===== config.mk =====
export PLATFORM = sky130hd
export DESIGN_NAME = sync_w2r_ptr
export DESIGN_NICKNAME = d
export VERILOG_FILES = /design/src/rtl/sync_pkg.sv /design/src/rtl/sync_cell.sv /design/src/rtl/sync_w2r_ptr.sv
export SDC_FILE = /design/constraint.sdc
export NUM_CORES = 1
export LEC_CHECK = 0
export CORE_ASPECT_RATIO = 1.2
export CORE_UTILIZATION = 25
export DETAILED_ROUTE_END_ITERATION = 6
export SETUP_SLACK_MARGIN = 0.1
export SYNTH_ARGS = -nofsm -noshare
export SYNTH_HDL_FRONTEND = slang
export SYNTH_HIERARCHICAL = 1
export SYNTH_SLANG_ARGS = --single-unit
export TNS_END_PERCENT = 30

===== constraint.sdc =====
create_clock -name rclk -period 1.85 [get_ports rclk]
set_clock_uncertainty 0.2 [all_clocks]
set_input_delay 0.2775 -clock rclk [delete_from_list [all_inputs] [get_ports rclk]]
set_output_delay 0.2775 -clock rclk [all_outputs]
set_load 0.1 [all_outputs]

===== src/rtl/sync_pkg.sv =====
// Shared helpers for the FIFO pointer synchronisers: Gray/binary conversion
// and the legal range of synchroniser depths.
package sync_pkg;

  localparam int SYNC_STAGES_MIN = 2;
  localparam int SYNC_STAGES_MAX = 4;

  // Widest pointer the conversion helpers accept; callers zero-extend in and truncate out.
  localparam int SYNC_FN_W = 32;

  function automatic logic [SYNC_FN_W-1:0] width_mask(input int unsigned w);
    logic [SYNC_FN_W-1:0] m;
    if (w >= SYNC_FN_W) begin
      m = '1;
    end else begin
      m = (SYNC_FN_W'(1) << w) - SYNC_FN_W'(1);
    end
    return m;
  endfunction

  // Binary bit i is the XOR of all Gray bits at or above i.
  function automatic logic [SYNC_FN_W-1:0] gray2bin(input logic [SYNC_FN_W-1:0] g,
                                                    input int unsigned           w);
    logic [SYNC_FN_W-1:0] gm;
    logic [SYNC_FN_W-1:0] b;
    gm = g & width_mask(w);
    b  = gm;
    for (int s = 1; s < SYNC_FN_W; s++) begin
      b = b ^ (gm >> s);
    end
    return b;
  endfunction

  function automatic logic [SYNC_FN_W-1:0] bin2gray(input logic [SYNC_FN_W-1:0] b,
                                                    input int unsigned           w);
    logic [SYNC_FN_W-1:0] bm;
    bm = b & width_mask(w);
    return bm ^ (bm >> 1);
  endfunction

endpackage


===== src/rtl/sync_cell.sv =====
// Generic WIDTH x STAGES clock-domain-crossing flop chain, async active-high
// reset to zero. No logic between stages so the tools treat it as a pure synchroniser.
module sync_cell #(
  parameter int WIDTH  = 1,
  parameter int STAGES = 2
) (
  input  logic             clk_i,
  input  logic             rst_i,
  input  logic [WIDTH-1:0] d_i,
  output logic [WIDTH-1:0] q_o
);

  logic [WIDTH-1:0] stage_q [STAGES];

  always_ff @(posedge clk_i or posedge rst_i) begin
    if (rst_i) begin
      for (int k = 0; k < STAGES; k++) begin
        stage_q[k] <= '0;
      end
    end else begin
      stage_q[0] <= d_i;
      for (int k = 1; k < STAGES; k++) begin
        stage_q[k] <= stage_q[k-1];
      end
    end
  end

  assign q_o = stage_q[STAGES-1];

endmodule


===== src/rtl/sync_w2r_ptr.sv =====
// Write-to-read pointer synchroniser: Gray pointer crosses into rclk, is converted
// to binary, and yields registered level/empty/update. Optional: SYNC_W2R_LEVEL_CHECK_EN.
module sync_w2r_ptr
  import sync_pkg::*;
#(
  parameter int ADDR_WIDTH  = 3,
  parameter int SYNC_STAGES = 2
) (
  input  logic                rclk,
  input  logic                rrst,
  input  logic [ADDR_WIDTH:0] wptr_gray,
  input  logic [ADDR_WIDTH:0] rptr_bin,
  output logic [ADDR_WIDTH:0] rq_wptr_gray,
  output logic [ADDR_WIDTH:0] rq_wptr_bin,
  output logic [ADDR_WIDTH:0] rlevel,
  output logic                rempty,
  output logic                rupdate
`ifdef SYNC_W2R_LEVEL_CHECK_EN
  ,
  output logic                rerr
`endif
);

  localparam int PW    = ADDR_WIDTH + 1;
  localparam int DEPTH = 1 << ADDR_WIDTH;

  if (SYNC_STAGES < SYNC_STAGES_MIN || SYNC_STAGES > SYNC_STAGES_MAX) begin : g_bad_stages
    $error("sync_w2r_ptr: SYNC_STAGES must lie in 2..4");
  end

  logic [PW-1:0] sync_gray;
  logic [PW-1:0] bin_d;
  logic [PW-1:0] level_d;
  logic          empty_d;
  logic          update_d;

  logic [PW-1:0] bin_q;
  logic [PW-1:0] level_q;
  logic          empty_q;
  logic          update_q;

  // Stage chain: wptr_gray -> s1 .. s(SYNC_STAGES)
  sync_cell #(
    .WIDTH  (PW),
    .STAGES (SYNC_STAGES)
  ) u_sync (
    .clk_i (rclk),
    .rst_i (rrst),
    .d_i   (wptr_gray),
    .q_o   (sync_gray)
  );

  // Conversion/level boundary: combinational from last stage, registered below
  always_comb begin
    bin_d    = PW'(gray2bin(SYNC_FN_W'(sync_gray), PW));
    level_d  = bin_d - rptr_bin;
    empty_d  = (bin_d == rptr_bin);
    update_d = (bin_d != bin_q);
  end

  always_ff @(posedge rclk or posedge rrst) begin
    if (rrst) begin
      bin_q    <= '0;
      level_q  <= '0;
      empty_q  <= 1'b1;
      update_q <= 1'b0;
    end else begin
      bin_q    <= bin_d;
      level_q  <= level_d;
      empty_q  <= empty_d;
      update_q <= update_d;
    end
  end

  assign rq_wptr_gray = sync_gray;
  assign rq_wptr_bin  = bin_q;
  assign rlevel       = level_q;
  assign rempty       = empty_q;
  assign rupdate      = update_q;

`ifdef SYNC_W2R_LEVEL_CHECK_EN
  logic err_d;
  logic err_q;

  // Check boundary: judges the already-registered level; exactly DEPTH means full, not error
  assign err_d = err_q | (level_q > PW'(DEPTH));

  always_ff @(posedge rclk or posedge rrst) begin
    if (rrst) begin
      err_q <= 1'b0;
    end else begin
      err_q <= err_d;
    end
  end

  assign rerr = err_q;
`endif

endmodule


==> results of run 1 <==
## state kept, by name, indices dropped and copies added (netlist names)
name            flops
rlevel              4
rq_wptr_bin         4
u_sync/q_o          4
u_sync/stage_q      4
rempty              1
rupdate             1
## cell families after synthesis
| logic type | share of synthesized area, % |
|---|---|
| AOI/OAI and AO/OA | 4.16 |
| buffers and inverters | 7.80 |
| and+or+nand+nor | 4.51 |
| xor gates and xnor gates | 13.0 |
| adders and majority gates | 7.97 |
| DFF | 62.6 |
## worst reg2reg max path, cell delays in order, from the launching register on
cell,delay [ns]
dfrtp_2,0.45
xor2_4,0.25
xor2_2,0.19
ha_1,0.27
a21o_1,0.18
a21oi_2,0.13
xor2_1,0.15
## how the worst min path moves through the flow
| stage | endpoint | cells after the start | slack (ns) |
|---|---|---|---|
| 2_1_floorplan | u_sync/q_o[0] | 1 | -0.11 |
| 3_3_place_gp | u_sync/q_o[2] | 0 | 0.13 |
| 3_5_place_dp | u_sync/q_o[2] | 0 | 0.14 |
| 4_1_cts | u_sync/stage_q[4] | 2 | 0.03 |
| 5_1_grt | u_sync/q_o[0] | 2 | 0.05 |
| 6_report | u_sync/stage_q[5] | 2 | 0.03 |
## stage by stage
| step | util [%] | cell area, µm² |
|---|---|---|
| 2_1_floorplan | - | 777 |
| 3_3_place_gp | 43.4 | 1200 |
| 3_5_place_dp | 43.4 | 1200 |
| 4_1_cts | 45.2 | 1250 |
| 5_1_grt | 46.0 | 1270 |
| 6_report | 46.0 | 1270 |
## per-layer routing
layer  GRT usage (%)  part of all wire, %  wire, µm  up-vias
li1                -                    -         -      226
met1            10.5                   35       449      245
met2            18.2                   57       732       24
met3            3.26                  6.4        83        2
met4            5.95                  1.7        22        0
met5               0                    0         0        -
## area by class of cell
class | count | area share [%]
Clock buffer | 4 | 2.86
Inverter | 7 | 2.07
Multi-Input combinational cell | 24 | 20.8
Sequential cell | 18 | 35.9
Tap cell | 34 | 3.35
Timing Repair Buffer | 33 | 35.1
## cells in the final DEF (no fill, tap or decap), drive strengths merged
cell type      Yosys  layout
ha                 3       3
a21o               1       1
a21oi              1       1
dfrtp             17      17
or3                1       1
xnor2              3       3
nor2               2       2
nand3              1       1
inv                7       7
nand2              2       2
buf                4      24
dfstp              1       1
clkbuf             0       4
nor4               1       1
xor2               6       6
clkdlybuf4s50      0       9
fa                 1       1
o311ai             2       2
## cells in the mapped netlist, drive strengths merged
cell type and instances:
nand3 1, xnor2 3, nand2 2, a21o 1, fa 1, or3 1
xor2 6, o311ai 2, nor4 1, a21oi 1, inv 7, ha 3
nor2 2, buf 4, dfstp 1, dfrtp 17
## power by group
part | leakage [µW] | switching (µW) | internal (µW)
sequential | 0.000204 | 52.7 | 448
clock | 0.0000210 | 119 | 120
combinational | 0.000352 | 462 | 288
total | 0.000577 | 634 | 856
## timing repair
| item | CTS | global route |
|---|---|---|
| pin swaps | 6 | 6 |
| setup buffers | 1 | 1 |
| gates resized for setup | 4 | 3 |
| setup endpoints to repair | 3 | 5 |
| endpoints found under the hold margin | 0 | 0 |
| gates cloned | 0 | 0 |
==> metrics.md, run 1 <==
| Metric | Value |
|---|---|
| Status | finished with violations |
| Failing checks | negative setup slack |
| Share of cells above drive strength 1 | 48.8% |
| Worst path top cell family by delay | XOR/XNOR gates |
| H-tree depth | 1 |
| Vias in the first global route | a little over 500 |
| Clock root cell | clkbuf_4 |
| Crit-path cells | xor2_4 -> xor2_2 -> ha_1 -> a21o_1 -> a21oi_2 -> xor2_1 |
| Area of the multi-input gates | 264 µm² |
| RR Startpoint | u_sync/q_o[3] |
| Post-route minimum period | 1.90 ns |
| Core ar. | 0.00276 mm² |
| Yosys warnings | 6 |
| Antenna violations before repair | 0 |
| Final nets | between 100 and 150 |
| Final Hold Vio Count | 0 |
| Required time worst endpoint | ~1.9 ns |
| Mapped Area | about 720 µm² |
| Initial core utilization | about a quarter |
| Dpl hpwl | about 1100 µm |
| GP Congestion | approximately 0.72 |
| Leak pwr | around 0.00058 µW |
| Routed WL per cell | ~11 µm |
| Die height | between 60 and 70 µm |
| Largest net degree at the start of global routing | 11 |
| Drt drc | 0 |
| Io pins | 24 |
| Reg2reg end | rlevel[3] |
| Overflow after GRT | 0 |
| Crit Path Max Fanout | 4 |
| Slew Viols, Final | 0 |
| Fillers | around 260 |
| Cells after Synth | 53 |
| End point of the critical path | rlevel[3] |
| Die area | just over 0.003 mm² |
| Clock Tree Buf Depth | 2 |
| #FFs+latches synth | 18 |
| # rows | 21 |
| Vias post-DR | around 500 |
| FF-to-FF setup slack | -0.05 ns |
| Startpoint Class | flip-flop |
| Number of CTS-inserted buffers | 3 |
| Library cells used by synthesis | 19 |
| Antenna Nets Post-Route | 0 |
| Post-route setup slack | -0.0512 ns |
| CTS tree | done |
| CTS Hold Buffers Added | 0 |
| Avg Inst Size Synth | roughly 14 µm² |
| Sequential cell area fraction in the yosys report | between 60% and 70% |
| Least-Margin Pin Slew | around 0.38 ns |
| Clock sinks | 18 |
| Post-Syn Nets | 67 |
| All-Layer GR Usage | approximately a tenth |
| Yosys top cell area share | 58.9% |
| Hold WS | between 0.02 and 0.03 ns |
| Area delta synth->final | 75.9% |
| Buf/Inv on CP | 0 |
| Power Total | roughly 1500 µW |
| FF+latch area | about 460 µm² |
| Arr. time, crit path | about 1.9 ns |
| Number of I/O port buffers | 23 |
| Clk slew on worst S/H paths | ~0.10 ns |
| Slowest cell on crit path | dfrtp_2 |
| Max incr delay on CP | approximately 0.45 ns |
| Worst-case reg-to-reg path depth | 6 |
| Final period utilization | 103% |
| FMAX | 0.526 GHz |
| N_diodes | 0 |
| Cell Count Post-Placement | approximately 110 |
| CP Capture Type | flip-flop |
| Iter 0 DRT Violations | 5 |
| Synth area leaders | dfrtp_1 (59%), xor2_1 (6.1%), ha_1 (5.2%) |
| Clk_lat worst skew | between 0.2 and 0.3 ns |
| Slew headroom | between 70% and 80% |
| Kind of critical path | flip-flop to flip-flop |
| First-pass GRT wire length | 2200 µm |
| Vias per inst | roughly 4.1 |
| Setup WS pre-CTS | -0.0970 ns |
| RSZ-0062 raised after global routing | yes |
| Non-filler cells, final | 120 |
| Sum Neg Setup Slack | -0.105 ns |
| Maximum vdd drop | between 700 and 800 µV |
| Drt first pass iters | 4 |
| Pwr dens | about 1200 mW/mm² |
| CP startpoint | u_sync/q_o[3] |
| CP Depth | 6 |
| Routed wire length | between 1000 and 1500 µm |
| Most area-hungry cell type in the Yosys netlist | dfrtp_1 |
| Die width | between 50 and 60 µm |
| HP Class | input port to asynchronous set/reset pin |
| Finish-stage setup viols | 3 |
| MaxCap Viol Count | 0 |
Note: power is estimated with default switching activity, not from simulation.
==> run 2, diff against run 1 <==
GPL_TIMING_DRIVEN = 0   (was default)
==> run 2 against run 1 <==
- the flow still finishes with violations (negative setup slack)
- critical path depth up 1
- wire length down 7.8%
- cell count down 1.7%
- hold slack better by 0.0084 ns
- sequential power down 7.0%
- sequential share of layout area up 5.6 points
- global-route usage down 0.83 points
==> metrics.md, run 2 (same netlist as run 1, synthesis figures left out) <==
| Metric | Value |
|---|---|
| Overflow after GRT | 0 (unchanged) |
| Antenna violations before repair | 0 (unchanged) |
| Crit-path cells | buf_8 -> xor2_4 -> xnor2_2 -> inv_1 -> ha_2 -> inv_2 -> fa_2 (was xor2_4 -> xor2_2 -> ha_1 -> a21o_1 -> a21oi_2 -> xor2_1) |
| Clk_lat worst skew | 0.28 ns (was 0.29 ns) |
| Io pins | 24 (unchanged) |
| Crit Path Max Fanout | 4 (unchanged) |
| Reg2reg end | rlevel[1] (was rlevel[3]) |
| MaxCap Viol Count | 0 (unchanged) |
| Routed WL per cell | 10.1 µm (was 10.7 µm) |
| Least-Margin Pin Slew | 0.545 ns (was 0.375 ns) |
| Worst path top cell family by delay | adder cells (was XOR/XNOR gates) |
| GP Congestion | 0.668 (was 0.724) |
| Drt first pass iters | 4 (unchanged) |
| Iter 0 DRT Violations | 3 (was 5) |
| HP Class | input port to asynchronous set/reset pin (unchanged) |
| Non-filler cells, final | 118 (was 120) |
| Maximum vdd drop | 656 µV (was 730 µV) |
| Post-route minimum period | 1.96 ns (was 1.90 ns) |
| Power Total | 1310 µW (was 1490 µW) |
| Pwr dens | 1200 mW/mm² (was 1170 mW/mm²) |
| Fillers | 283 (was 262) |
| Post-route setup slack | -0.110 ns (was -0.0512 ns) |
| Clk slew on worst S/H paths | 0.10 ns (about the same) |
| # rows | 21 (unchanged) |
| Final nets | 99 (was 101) |
| Vias post-DR | 471 (was 497) |
| Status | finished with violations (unchanged) |
| Slowest cell on crit path | fa_2 (was dfrtp_2) |
| Clock sinks | 18 (unchanged) |
| Buf/Inv on CP | 3 (was 0) |
| Routed wire length | 1190 µm (was 1290 µm) |
| Leak pwr | 0.000502 µW (was 0.000577 µW) |
| Dpl hpwl | 939 µm (was 1060 µm) |
| N_diodes | 0 (unchanged) |
| Number of I/O port buffers | 23 (unchanged) |
| Sum Neg Setup Slack | -0.293 ns (was -0.105 ns) |
| CTS tree | done (unchanged) |
| Vias per inst | 3.99 (was 4.14) |
| Final Hold Vio Count | 0 (unchanged) |
| Cell Count Post-Placement | 110 (was 114) |
| Share of cells above drive strength 1 | 44.0% (was 48.8%) |
| CTS Hold Buffers Added | 0 (unchanged) |
| Die height | 60.9 µm (unchanged) |
| Final period utilization | 106% (was 103%) |
| Die width | 51.1 µm (unchanged) |
| Drt drc | 0 (unchanged) |
| Initial core utilization | 26.2% (unchanged) |
| RSZ-0062 raised after global routing | yes (unchanged) |
| FF-to-FF setup slack | -0.11 ns (was -0.05 ns) |
| Core ar. | 0.00276 mm² (unchanged) |
| Most common cell after layout, fill and taps aside | dfrtp_1 |
| CP Capture Type | flip-flop (unchanged) |
| Placed Area | 0.00105 mm² (was 0.00120 mm²) |
| Worst-case reg-to-reg path depth | 7 (was 6) |
| First-pass GRT wire length | 2060 µm (was 2200 µm) |
| Clock Tree Buf Depth | 2 (unchanged) |
| Most frequent cells in the layout | dfrtp_1 (16), clkdlybuf4s50_1 (9), buf_2 (8) (was buf_12 (14), dfrtp_1 (14), buf_4 (10)) |
| Arr. time, crit path | 1.93 ns (about the same) |
| Area delta synth->final | 51.3% (was 75.9%) |
| Number of CTS-inserted buffers | 3 (unchanged) |
| Finish-stage setup viols | 3 (unchanged) |
| Final instance area | 0.00109 mm² (was 0.00127 mm²) |
| Max incr delay on CP | 0.43 ns (was 0.45 ns) |
| FMAX | 0.510 GHz (was 0.526 GHz) |
| Failing checks | negative setup slack (unchanged) |
| Startpoint Class | flip-flop (unchanged) |
| RR Startpoint | u_sync/q_o[2] (was u_sync/q_o[3]) |
| Clock root cell | clkbuf_4 (unchanged) |
| Kind of critical path | flip-flop to flip-flop (unchanged) |
| Slew Viols, Final | 0 (unchanged) |
| Slew headroom | 63.8% (was 75.0%) |
| H-tree depth | 1 (unchanged) |
| All-Layer GR Usage | 9.39% (was 10.2%) |
| Vias in the first global route | 495 (was 504) |
| Antenna Nets Post-Route | 0 (unchanged) |
| Setup WS pre-CTS | -0.238 ns (was -0.0970 ns) |
| Largest net degree at the start of global routing | 11 (unchanged) |
| Required time worst endpoint | 1.82 ns (was 1.87 ns) |
| Die area | 0.00311 mm² (unchanged) |
-- run 2: metrics by stage --
| stage | hold WS (ns) | util, % |
|---|---|---|
| floorplan | -0.107 | - |
| global placement | 0.135 | 38.0 |
| detailed placement | 0.141 | 38.0 |
| CTS | 0.0353 | 39.5 |
| global route | 0.0371 | 39.6 |
| finish | 0.0350 | 39.6 |
-- run 2: per-layer routing --
layer  GRT usage (%)  share of wire (%)  vias to the layer above
li1                -                  -                      225
met1            9.51                 38                      231
met2            17.7                 56                       15
met3            4.01                6.4                        0
met4            2.38                  0                        0
met5               0                  0                        -
-- run 2: layout make-up --
class | count | area [µm²] | share of cell area [%]
plain buffers | 4 | 53.8 | 4.93
well taps | 34 | 42.5 | 3.89
repair buffers | 27 | 224 | 20.5
clock buffers | 4 | 36.3 | 3.32
flip-flops and latches | 18 | 453 | 41.5
inverters | 7 | 26.3 | 2.41
multi-input cells | 24 | 256 | 23.5
-- run 2: power by group --
group | internal, µW | switching (µW) | total (µW)
logic | 148 | 459 | 608
clock network | 120 | 114 | 234
registers | 447 | 19.6 | 466
-- run 2: worst max path at each step --
stage | from | end | slack (ns) | cells after the start
6_report | u_sync/q_o[2] | rlevel[1] | -0.11 | 7
2_1_floorplan | u_sync/q_o[3] | rlevel[3] | -0.14 | 7
3_3_place_gp | rempty | rempty | -0.24 | 1
4_1_cts | u_sync/q_o[2] | rlevel[1] | -0.12 | 7
3_5_place_dp | rempty | rempty | -0.24 | 1
5_1_grt | u_sync/q_o[2] | rlevel[2] | -0.20 | 8
-- run 2: repair_timing --
action | CTS | global route
endpoints found under the setup margin | 17 | 10
setup buffers | 2 | 2
gates resized for setup | 57 | 8
pin swaps | 5 | 3
-- run 2: worst register-to-register path: cells and delay by family (launching register included) --
family                     cells  cell delay (ns)
DFF                            1             0.40
adders and majority gates      2             0.60
xor gates and xnor gates       2             0.38
buffers and inverters          3             0.27
